File: src/rtl/fifo_burst_reader.sv
`default_nettype none
// +----------------------------------------------------------------------------+
// | Module   : fifo_burst_reader                                               |
// | Brief    : Drains a FIFO into a skid buffer and re-emits it as a framed    |
// |            valid/ready stream (bursts of BURST_LEN, idle-timeout close).   |
// | Revision : 1.0 - initial release                                           |
// +----------------------------------------------------------------------------+
module fifo_burst_reader #(
    parameter int DATA_WIDTH = 16,
    parameter int BURST_LEN  = 8,
    parameter int TIMEOUT    = 64,
    parameter int BUF_DEPTH  = 4
) (
    input  logic                  clock,
    input  logic                  reset,
    input  logic                  enable,
    input  logic                  fifo_empty,
    output logic                  fifo_read_enable,
    input  logic [DATA_WIDTH-1:0] fifo_data,
    input  logic                  fifo_data_valid,
    output logic [DATA_WIDTH-1:0] m_data,
    output logic                  m_valid,
    output logic                  m_last,
    input  logic                  m_ready,
    output logic                  overflow_error
);

    localparam int c_OCC_W = $clog2(BUF_DEPTH + 1);
    localparam int c_PTR_W = $clog2(BUF_DEPTH);
    localparam int c_IDX_W = (BURST_LEN > 1) ? $clog2(BURST_LEN) : 1;
    localparam int c_TMR_W = $clog2(TIMEOUT);

    localparam logic [c_OCC_W-1:0] c_DEPTH    = c_OCC_W'(BUF_DEPTH);
    localparam logic [c_PTR_W-1:0] c_PTR_MAX  = c_PTR_W'(BUF_DEPTH - 1);
    localparam logic [c_IDX_W-1:0] c_LAST_IDX = c_IDX_W'(BURST_LEN - 1);
    localparam logic [c_TMR_W-1:0] c_TMR_MAX  = c_TMR_W'(TIMEOUT - 1);

    localparam logic [1:0] c_ST_EMPTY = 2'd0;
    localparam logic [1:0] c_ST_HOLD  = 2'd1;
    localparam logic [1:0] c_ST_SEND  = 2'd2;
    localparam logic [1:0] c_ST_FLUSH = 2'd3;

    logic [1:0]            r_state;
    logic [c_OCC_W-1:0]    r_occ;
    logic                  r_inflight;
    logic [c_IDX_W-1:0]    r_idx;
    logic [c_TMR_W-1:0]    r_timer;
    logic [c_PTR_W-1:0]    r_wr_ptr;
    logic [c_PTR_W-1:0]    r_rd_ptr;
    logic                  r_overflow;
    logic [DATA_WIDTH-1:0] r_mem [BUF_DEPTH];

    logic [1:0]            w_state_nxt;
    logic [c_TMR_W-1:0]    w_timer_nxt;
    logic [c_OCC_W-1:0]    w_occ_nxt;
    logic [c_IDX_W-1:0]    w_idx_nxt;
    logic [c_OCC_W:0]      w_fill;
    logic                  w_push_ok;
    logic                  w_pop;

    function automatic logic [c_PTR_W-1:0] f_ptr_inc(input logic [c_PTR_W-1:0] p);
        return (p == c_PTR_MAX) ? '0 : p + c_PTR_W'(1);
    endfunction

    // A lone head is withheld unless it is already known to close the burst.
    function automatic logic [1:0] f_settle(input logic [c_OCC_W-1:0] occ,
                                            input logic [c_IDX_W-1:0] idx);
        if (occ == '0)
            return c_ST_EMPTY;
        else if ((occ == c_OCC_W'(1)) && (idx != c_LAST_IDX))
            return c_ST_HOLD;
        else
            return c_ST_SEND;
    endfunction

    assign w_fill           = {1'b0, r_occ} + {{c_OCC_W{1'b0}}, r_inflight};
    assign fifo_read_enable = !reset && enable && !fifo_empty && (w_fill < {1'b0, c_DEPTH});

    assign m_valid        = (r_state == c_ST_SEND) || (r_state == c_ST_FLUSH);
    assign m_last         = (r_state == c_ST_FLUSH) ||
                            ((r_state == c_ST_SEND) && (r_idx == c_LAST_IDX));
    assign m_data         = m_valid ? r_mem[r_rd_ptr] : '0;
    assign overflow_error = r_overflow;

    assign w_pop     = m_valid && m_ready;
    assign w_push_ok = fifo_data_valid && ((r_occ != c_DEPTH) || w_pop);
    assign w_occ_nxt = r_occ + c_OCC_W'(w_push_ok) - c_OCC_W'(w_pop);
    assign w_idx_nxt = !w_pop ? r_idx : (m_last ? '0 : r_idx + c_IDX_W'(1));

    always_comb begin
        w_state_nxt = r_state;
        // Idle timer measures cycles since the most recent arrival.
        if (fifo_data_valid || (r_state == c_ST_EMPTY) || (r_state == c_ST_FLUSH))
            w_timer_nxt = '0;
        else if (r_timer == c_TMR_MAX)
            w_timer_nxt = r_timer;
        else
            w_timer_nxt = r_timer + c_TMR_W'(1);

        case (r_state)
            c_ST_EMPTY: begin
                if (w_push_ok)
                    w_state_nxt = f_settle(w_occ_nxt, w_idx_nxt);
            end
            c_ST_HOLD: begin
                if (w_push_ok)
                    w_state_nxt = f_settle(w_occ_nxt, w_idx_nxt);
                else if ((r_timer == c_TMR_MAX) && !r_inflight && fifo_empty)
                    w_state_nxt = c_ST_FLUSH;
            end
            c_ST_SEND, c_ST_FLUSH: begin
                if (w_pop)
                    w_state_nxt = f_settle(w_occ_nxt, w_idx_nxt);
            end
            default: w_state_nxt = c_ST_EMPTY;
        endcase
    end

    always_ff @(posedge clock or posedge reset) begin
        if (reset) begin
            r_state    <= c_ST_EMPTY;
            r_occ      <= '0;
            r_inflight <= 1'b0;
            r_idx      <= '0;
            r_timer    <= '0;
            r_wr_ptr   <= '0;
            r_rd_ptr   <= '0;
            r_overflow <= 1'b0;
        end else begin
            r_state    <= w_state_nxt;
            r_occ      <= w_occ_nxt;
            r_inflight <= fifo_read_enable;
            r_idx      <= w_idx_nxt;
            r_timer    <= w_timer_nxt;
            if (w_push_ok)
                r_wr_ptr <= f_ptr_inc(r_wr_ptr);
            if (w_pop)
                r_rd_ptr <= f_ptr_inc(r_rd_ptr);
            if (fifo_data_valid && !w_push_ok)
                r_overflow <= 1'b1;
        end
    end

    always_ff @(posedge clock) begin
        if (w_push_ok)
            r_mem[r_wr_ptr] <= fifo_data;
    end

endmodule
`default_nettype wire
File: config.mk
export PLATFORM = sky130hd
export DESIGN_NAME = fifo_burst_reader
export DESIGN_NICKNAME = d
export VERILOG_FILES = /design/src/rtl/fifo_burst_reader.sv
export SDC_FILE = /design/constraint.sdc
export NUM_CORES = 1
export LEC_CHECK = 0
export BUFFER_PORTS_ARGS = -buffer_cell sky130_fd_sc_hd__buf_2
export CAP_MARGIN = 20
export CORE_ASPECT_RATIO = 0.75
export CORE_MARGIN = 5
export CORE_UTILIZATION = 60
export CTS_BUF_LIST = sky130_fd_sc_hd__clkbuf_8
export CTS_CLUSTER_SIZE = 25
export DETAILED_ROUTE_END_ITERATION = 8
export PLACE_DENSITY = 0.82
export SETUP_SLACK_MARGIN = 0.2
export SYNTH_ARGS = -nofsm -noshare
export SYNTH_HDL_FRONTEND = slang
export SYNTH_SLANG_ARGS = --single-unit
File: constraint.sdc
create_clock -name clock -period 2.75 [get_ports clock]
set_input_delay 0.275 -clock clock [delete_from_list [all_inputs] [get_ports clock]]
set_output_delay 0.275 -clock clock [all_outputs]
set_load 0.02 [all_outputs]
# == Word level (Yosys, flattened, before mapping) ==
# Memory sizes are Yosys's and may differ from the RTL's.
# Index checks and enable logic that the tools add are counted.
# op_classes
eq_ne,14
n_addsub,7
order_cmp,1
reduce_logical,23
n_mux,16
# ops
cell,n
$mux 16,1
$mux 2,8
$mux 6,2
$logic_and 1x1->1,10
$ne 3x3->1 const B,3
$eq 2x2->1 const B,4
$add 6x1->6 const B,1
$eq 6x6->1 const B,1
$mux 3,2
$ne 2x2->1 const B,3
$pmux 2 s3,1
$logic_or 1x1->1,5
$add 2x1->2 const B,2
$add 3x1->4,1
$logic_not 1->1,4
$lt 4x3->1 const B,1
$add 3x1->3,1
$add 3x1->3 const B,1
$eq 3x1->1 const B,1
$eq 3x3->1 const B,1
$logic_not 3->1,1
$reduce_and 3->1,1
$sub 3x1->3,1
$eq 2x1->1 const B,1
other kinds (3),4
# totals
ff_bits,20
wordCells,70
input_bits,22
output_inout_bits,20
ram_bits,64
memories,1
# memory_table
name,depth,word_bits,read_ports,rd_clocked_by_memory_dff,wr,line_no,text
r_mem,4,16,1,0,1,51,logic [DATA_WIDTH-1:0] r_mem [BUF_DEPTH];

# == Depth between registers and ports, before layout ==
# Gate-level depths: netlist of run 1.
# logic_depth
word_depth,13
ltp_mapped,12
ltp_nobuf,12

# == Worst setup path after synthesis of run 1 ==
# Ideal clock, no wire load.
# synth_timing
path_type,register to register
start,register r_state[1]
end,register r_state[0]
t_arrival_ns,2.372
n_path_buf,0
stages_incl_launch_ff,13
required_time_ns,2.622
path_slack_ns,0.251
path_cell_list,dfrtp_1 > nand2_4 > inv_4 > o31a_4 > clkinv_2 > ha_1 > inv_1 > ha_1 > fa_1 > xnor2_1 > nor2_1 > and3_1 > mux2_1
# synth_between
elab_chain_cells,13
# synth_rtl
item,line_no,text
from (decl),43,logic [1:0] r_state;
from (signal assigned),121,r_state <= c_ST_EMPTY;
from (signal assigned),130,r_state <= w_state_nxt;
$eq 2x2->1,79,assign m_valid = (r_state == c_ST_SEND) || (r_state == c_ST_FLUSH);
$logic_or 1x1->1 (*),79,
$logic_and 1x1->1 (*),85,assign w_pop = m_valid && m_ready;
$logic_or 1x1->1,86,assign w_push_ok = fifo_data_valid && ((r_occ != c_DEPTH) || w_pop);
$logic_and 1x1->1,86,
$add 3x1->3,87,assign w_occ_nxt = r_occ + c_OCC_W'(w_push_ok) - c_OCC_W'(w_pop);
$sub 3x1->3 (*),87,
named net w_occ_nxt[2],55,logic [c_OCC_W-1:0] w_occ_nxt;
$eq 3x1->1,70,else if ((occ == c_OCC_W'(1)) && (idx != c_LAST_IDX))
$logic_and 1x1->1,70,
$mux 2,70,
$mux 2 (*),68,if (occ == '0)
"$mux 2, on equally long branches","112, 102, 106",
$pmux 2 s3 (*),100,case (r_state)
# Mark *: on every way through the listed nets, which the timed path passes. The rest lies on a longest branch. The select of a mux whose other input is x is not followed.
# A chain may end at the register's enable or synchronous reset.

# == Final worst setup path of run 1 ==
# Ends and elaborated chain as after synthesis.

==> reports/results.tsv, run 1 <==
metric	value	unit
DR iter-0 viols	107	
core area	5796	um^2
Synth Instances	207	
Clock Latency Late Sink	0.35	ns
Post-DRT Antenna Nets	0	
Final Net Count	294	
Final setup viols	0	
Post-Syn Area	3553	um^2
total power	4.619	mW
Non-Filler Instances	343	
Pleak	1.625	nW
Worst-Margin Slew	0.8561	ns
first-pass GRT wire length	10040	um
total number of vias	1926	
kind of critical path	reg -> reg	
Pwr Density	1105	nW/um^2
Yosys top cell by area	edfxtp_1	
setup ws final	0.2634	ns
CTS buffer count	9	
WP data arrival	2.73	ns
hold buffer count at cts	0	
R2R cell count	11	
largest net degree at the start of global routing	24	
# fillers	363	
Final HPWL DP	3907	um
status	completed	
Synth Flop Type	edfxtp_1	
CTS tree	yes	
Synth area leaders	edfxtp_1 (54%), dfrtp_1 (14%), mux4_2 (10%), ha_1 (3.9%), and2_1 (3.7%)	
count of cell types in the netlist	42	
area of the die	7577	um^2
DR WL/cell	17.81	um
first drt pass iteration count	5	
sequential share of the synthesized area	68.17	%
crit-path max FO	4	
Port Buf Inserts	41	
Final min period	2.487	ns
DR vias/cell	5.615	
Finished Core Util	72.11	%
worst vdd ir	0.5154	mV
Area Growth Syn to Fin	17.61	%
Total Wirelength	6109	um
Remaining Overflow, GRT	0	
Initial Utilization	61.31	%
area share of the largest cell type after synthesis	54.08	%
Hold WC Path Type	in -> async	
# diodes	0	
CP Data Required Time	2.99	ns
clk_skew	0.01206	ns
number of enable flip-flop cells after synthesis	64	
row count	24	
placed cells	321	
RSZ-0062 raised after global routing	true	
Final Cycle Share	90.42	%
All-Layer GR Usage	17.57	%
# DRC	0	
clk root buf	clkbuf_8	
Max Clk Rate	0.4022	GHz
design area	4179	um^2
setup TNS	0	ns
chip height	76.65	um
Slew Limit Fails	0	
clock-pin slew on the worst setup and hold paths	0.08	ns
Die X	98.86	um
Yosys warning count	0	
DP Area	3847	um^2
slew margin rel.	42.93	%
num ports	42	
CP Capture Type	flop	
CP Launch Type	flop	
Syn Nets	241	
htree depth	3	
syn avg cell area	17.17	um^2
fraction of final layout cells sized beyond drive strength 1	34.72	%
final hold vios	0	
Max Buffers Root-to-Sink	2	
hold_ws	0.07400	ns
max_cap viols	0	
initial antenna violation count	0	
ys async rst share	23.81	%
GPL Wtd Cong	0.7799	
Yosys reg bits	84	
Post-Place Setup Slack	0.1096	ns
CTS Sinks	84	
number of global-route vias before repair	2003	
==> sequential cells by signal, indices dropped and copies added, names as in the netlist <==
register        cells
r_mem              64
r_timer             6
r_idx               3
r_occ               3
r_rd_ptr            2
r_state             2
r_wr_ptr            2
overflow_error      1
r_inflight          1
==> layout make-up <==
type / count / area (um^2) / area share (%)
Clock inverter: 7 / 107.6 / 2.575
Tap cell: 78 / 97.59 / 2.335
Clock buffer: 9 / 123.9 / 2.964
Inverter: 8 / 37.54 / 0.8982
Sequential cell: 84 / 2422 / 57.96
Timing Repair Buffer: 49 / 277.8 / 6.647
Multi-Input combinational cell: 108 / 1112 / 26.62
==> cells in the final DEF (no fill, tap or decap), types with 2 or more instances in the layout <==
cell,n
buf_4,7
nand3_1,7
o21ai_0,2
clkbuf_8,9
nor3b_1,2
xnor2_1,2
and2_1,21
inv_1,8
nand2_1,3
clkinv_2,2
buf_2,41
nor2_1,3
mux2i_1,2
a21o_1,3
and3_1,2
ha_1,9
a31oi_1,5
mux2_2,2
bufinv_16,3
edfxtp_1,64
dfrtp_1,20
nor3_1,5
mux4_2,16
==> report_power, final <==
part / switching (mW) / internal [mW] / total, mW
logic: 0.897 / 0.836 / 1.73
clock network: 0.409 / 0.593 / 1.00
registers: 0.208 / 1.68 / 1.88
==> repair_timing <==
action	CTS	global route
setup endpoints to repair	2	2
pin swaps	5	7
gates resized for setup	6	3
buffers inserted	3	3
==> critical path, cell delays in order (launching register included) <==
cell and delay, ns:
dfrtp_1 0.42, nand2_4 0.09, inv_4 0.05, o31a_4 0.34, clkinv_4 0.06, ha_4 0.12
inv_1 0.03, ha_2 0.17, fa_2 0.57, nor2_4 0.05, and3_1 0.17, mux2_1 0.30
==> layer usage <==
layer	track usage [%]	share of wire [%]
met4	5.866	0.80
met3	5.855	5.3
met2	27.68	49
met5	0	0
met1	23.11	45
==> cell families (layout without fill, tap and decap cells) <==
kind of cell / after synthesis / in the layout / synth area share [%]
xor+xnor: 4 / 4 / 0.9861
compound gates: 19 / 19 / 4.014
simple gates: 52 / 52 / 8.767
mux: 21 / 21 / 11.66
buf+inv: 15 / 73 / 1.972
flops: 84 / 84 / 68.17
fa+ha+maj: 12 / 12 / 4.437
==> synth_stat cells, types with 3 or more instances <==
library cell and count:
dfrtp_1 20, xnor2_1 3, nor3_1 5, mux4_2 16, nor2_1 4, nand2_1 3, a21o_1 3, edfxtp_1 64
nand3_1 7, clkbuf_1 3, inv_1 6, ha_1 11, and2_1 21, a31oi_1 5
==> final timing paths <==
kind                             endpoint            from  slack (ns)
hold / removal                   r_occ[0]           reset        0.07
hold reg to reg            overflow_error  overflow_error        0.46
setup / recovery               r_state[0]      r_state[1]        0.26
max in group asynchronous      r_timer[3]           reset        2.17
setup reg to reg               r_state[0]      r_state[1]        0.26
min in group clock             r_inflight           reset        0.10
Note: power is estimated with default switching activity, not from simulation.
==> run 2: changes to the inputs <==
--- a/config.mk
+++ b/config.mk
@@ -7,7 +7,7 @@
 export LEC_CHECK = 0
 export BUFFER_PORTS_ARGS = -buffer_cell sky130_fd_sc_hd__buf_2
 export CAP_MARGIN = 20
-export CORE_ASPECT_RATIO = 0.75
+export CORE_ASPECT_RATIO = 0.5
 export CORE_MARGIN = 5
 export CORE_UTILIZATION = 60
 export CTS_BUF_LIST = sky130_fd_sc_hd__clkbuf_8
==> run 2 against run 1 <==
Effect of this change:
- sequential cell count is the same
- highest routed layer unchanged
- core utilization up 1.5 points
- clock-buffer cell count is the same
- register-to-register slack improved by 0.02 ns
- worst hold slack got worse by 0.021 ns
- die area rose by 1.0%
- final cell count fell by 1.2%
- clock skew fell by 0.0037 ns
- power down 2.5%
- non-clock buffer count grew 1
- sequential power fell by 4%
==> reports/results.tsv, run 2 (synthesis gave the netlist of run 1 again) <==
metric	value	unit	change
number of global-route vias before repair	2099		+4.8%
num ports	42		unchanged
clk_skew	0.008357	ns	-0.003699 ns
Final Net Count	295		+0.34%
Total Wirelength	6390	um	+4.6%
commonest non-fill, non-tap cell in the layout	edfxtp_1		
final hold vios	0		unchanged
CTS tree	yes		
R2R cell count	12		+1
area of the die	7655	um^2	+1.0%
initial antenna violation count	0		unchanged
Slew Limit Fails	0		unchanged
total number of vias	1992		+3.4%
row count	19		-21%
CTS buffer count	9		unchanged
Port Buf Inserts	41		unchanged
Final min period	2.468	ns	-0.01865 ns
# fillers	317		-13%
DR vias/cell	5.876		+4.6%
fraction of final layout cells sized beyond drive strength 1	34.96	%	+0.25 points
clk root buf	clkbuf_8		
max_cap viols	0		unchanged
RSZ-0062 raised after global routing	false		
kind of critical path	reg -> reg		
worst vdd ir	0.5518	mV	+7.0%
Clock Latency Late Sink	0.36	ns	about the same
Worst-Margin Slew	0.8574	ns	+0.001323 ns
Final Cycle Share	89.74	%	-0.68 points
Hold WC Path Type	in -> async		
CP Capture Type	flop		
DR WL/cell	18.85	um	+5.8%
Initial Utilization	63.34	%	+2.0 points
Remaining Overflow, GRT	0		unchanged
GPL Wtd Cong	0.7224		-7.4%
core area	5610	um^2	-3.2%
# diodes	0		unchanged
status	completed		
chip height	64.42	um	-16%
htree depth	3		unchanged
CTS Sinks	84		unchanged
Post-DRT Antenna Nets	0		unchanged
CP Launch Type	flop		
Top Registers	r_mem x64, r_timer x6		
Pwr Density	1090	nW/um^2	-1.4%
max FFs per register	64		unchanged
Max Clk Rate	0.4052	GHz	+0.76%
clock-pin slew on the worst setup and hold paths	0.08	ns	about the same
All-Layer GR Usage	18.52	%	+0.95 points
slew margin rel.	42.84	%	-0.088 points
WP data arrival	2.71	ns	-0.02 ns
total power	4.503	mW	-2.5%
DR iter-0 viols	146		+36%
crit-path max FO	4		unchanged
Die X	118.8	um	+20%
commonest non-fill, non-tap cells in the layout	edfxtp_1 (64), buf_2 (41), and2_1 (21)		
first-pass GRT wire length	10540	um	+5.0%
setup TNS	0	ns	unchanged
Pleak	1.597	nW	-1.7%
# DRC	0		unchanged
first drt pass iteration count	4		-1
CP Data Required Time	2.99	ns	about the same
Final HPWL DP	4099	um	+4.9%
Final setup viols	0		unchanged
most flop-heavy register	r_mem		
Max Buffers Root-to-Sink	2		unchanged
largest net degree at the start of global routing	24		unchanged
Area Growth Syn to Fin	16.27	%	
[run 2: cell types whose count changed in the layout (fill, tap and decap cells not counted), moves of 2 or more]
| cell | change |
|---|---|
| clkinv_1 | +3 |
| inv_6 | +2 |
| buf_4 | +2 |
| bufinv_16 | -2 |
| inv_1 | -3 |
[run 2: repair_timing]
item / 4_1_cts / 5_1_grt
pin swaps: 5 / 6
hold buffers: 0 / 0
gates resized for setup: 6 / 5
setup endpoints to repair: 2 / 2
setup buffers: 5 / 1
[run 2: metal layers]
| layer | up-vias | track usage (%) | share of wire, % |
|---|---|---|---|
| li1 | 909 | - | - |
| met1 | 1001 | 20.62 | 40 |
| met2 | 65 | 32.16 | 51 |
| met3 | 17 | 6.690 | 6.3 |
| met4 | 0 | 9.524 | 2.4 |
| met5 | - | 0 | 0 |
[run 2: power by group]
group / switching (mW) / internal (mW) / total, mW
Combinational: 0.993 / 0.860 / 1.85
Clock: 0.424 / 0.415 / 0.839
Sequential: 0.133 / 1.68 / 1.81
Total: 1.55 / 2.95 / 4.50
[run 2: worst paths after layout]
path                                 from              to  slack, ns
setup reg to reg               r_state[1]      r_state[0]       0.28
setup / recovery               r_state[1]      r_state[0]       0.28
hold reg to reg            overflow_error  overflow_error       0.46
hold / removal                      reset     r_rd_ptr[0]       0.05
max in group asynchronous           reset      r_timer[3]       2.22
min in group clock                  reset      r_inflight       0.11
[run 2: metrics by stage]
step                      setup slack (ns)  hold WS (ns)  utilization [%]  area [um^2]  instances
after detailed placement           0.08548        0.4459            68.38         3836        317
after global routing                0.1942       0.09390            73.64         4131        339
after global placement              0.1895        0.4353            68.38         3836        317
after CTS                           0.2225       0.06330            72.88         4089        338
final                               0.2821       0.05266            73.64         4131        339
after floorplan                     0.2507        0.2388                -         3553        207
[run 2: final cells by class]
| class | instances | area, um^2 | share of cell area (%) |
|---|---|---|---|
| clock inverters | 7 | 63.81 | 1.545 |
| well taps | 73 | 91.34 | 2.211 |
| multi-input cells | 108 | 1122 | 27.17 |
| clock buffers | 9 | 123.9 | 2.998 |
| inverters | 8 | 35.03 | 0.8480 |
| repair buffers | 50 | 272.8 | 6.602 |
| flip-flops and latches | 84 | 2422 | 58.63 |
[run 2: worst max-delay path, stage by stage, from the launching register on]
cell	delay (ns)
dfrtp_1	0.41
nand2_4	0.09
inv_4	0.05
o31a_4	0.34
inv_4	0.07
ha_4	0.12
inv_2	0.04
ha_4	0.15
fa_2	0.38
xnor2_4	0.19
nor2_4	0.05
and3_1	0.17
mux2_1	0.28
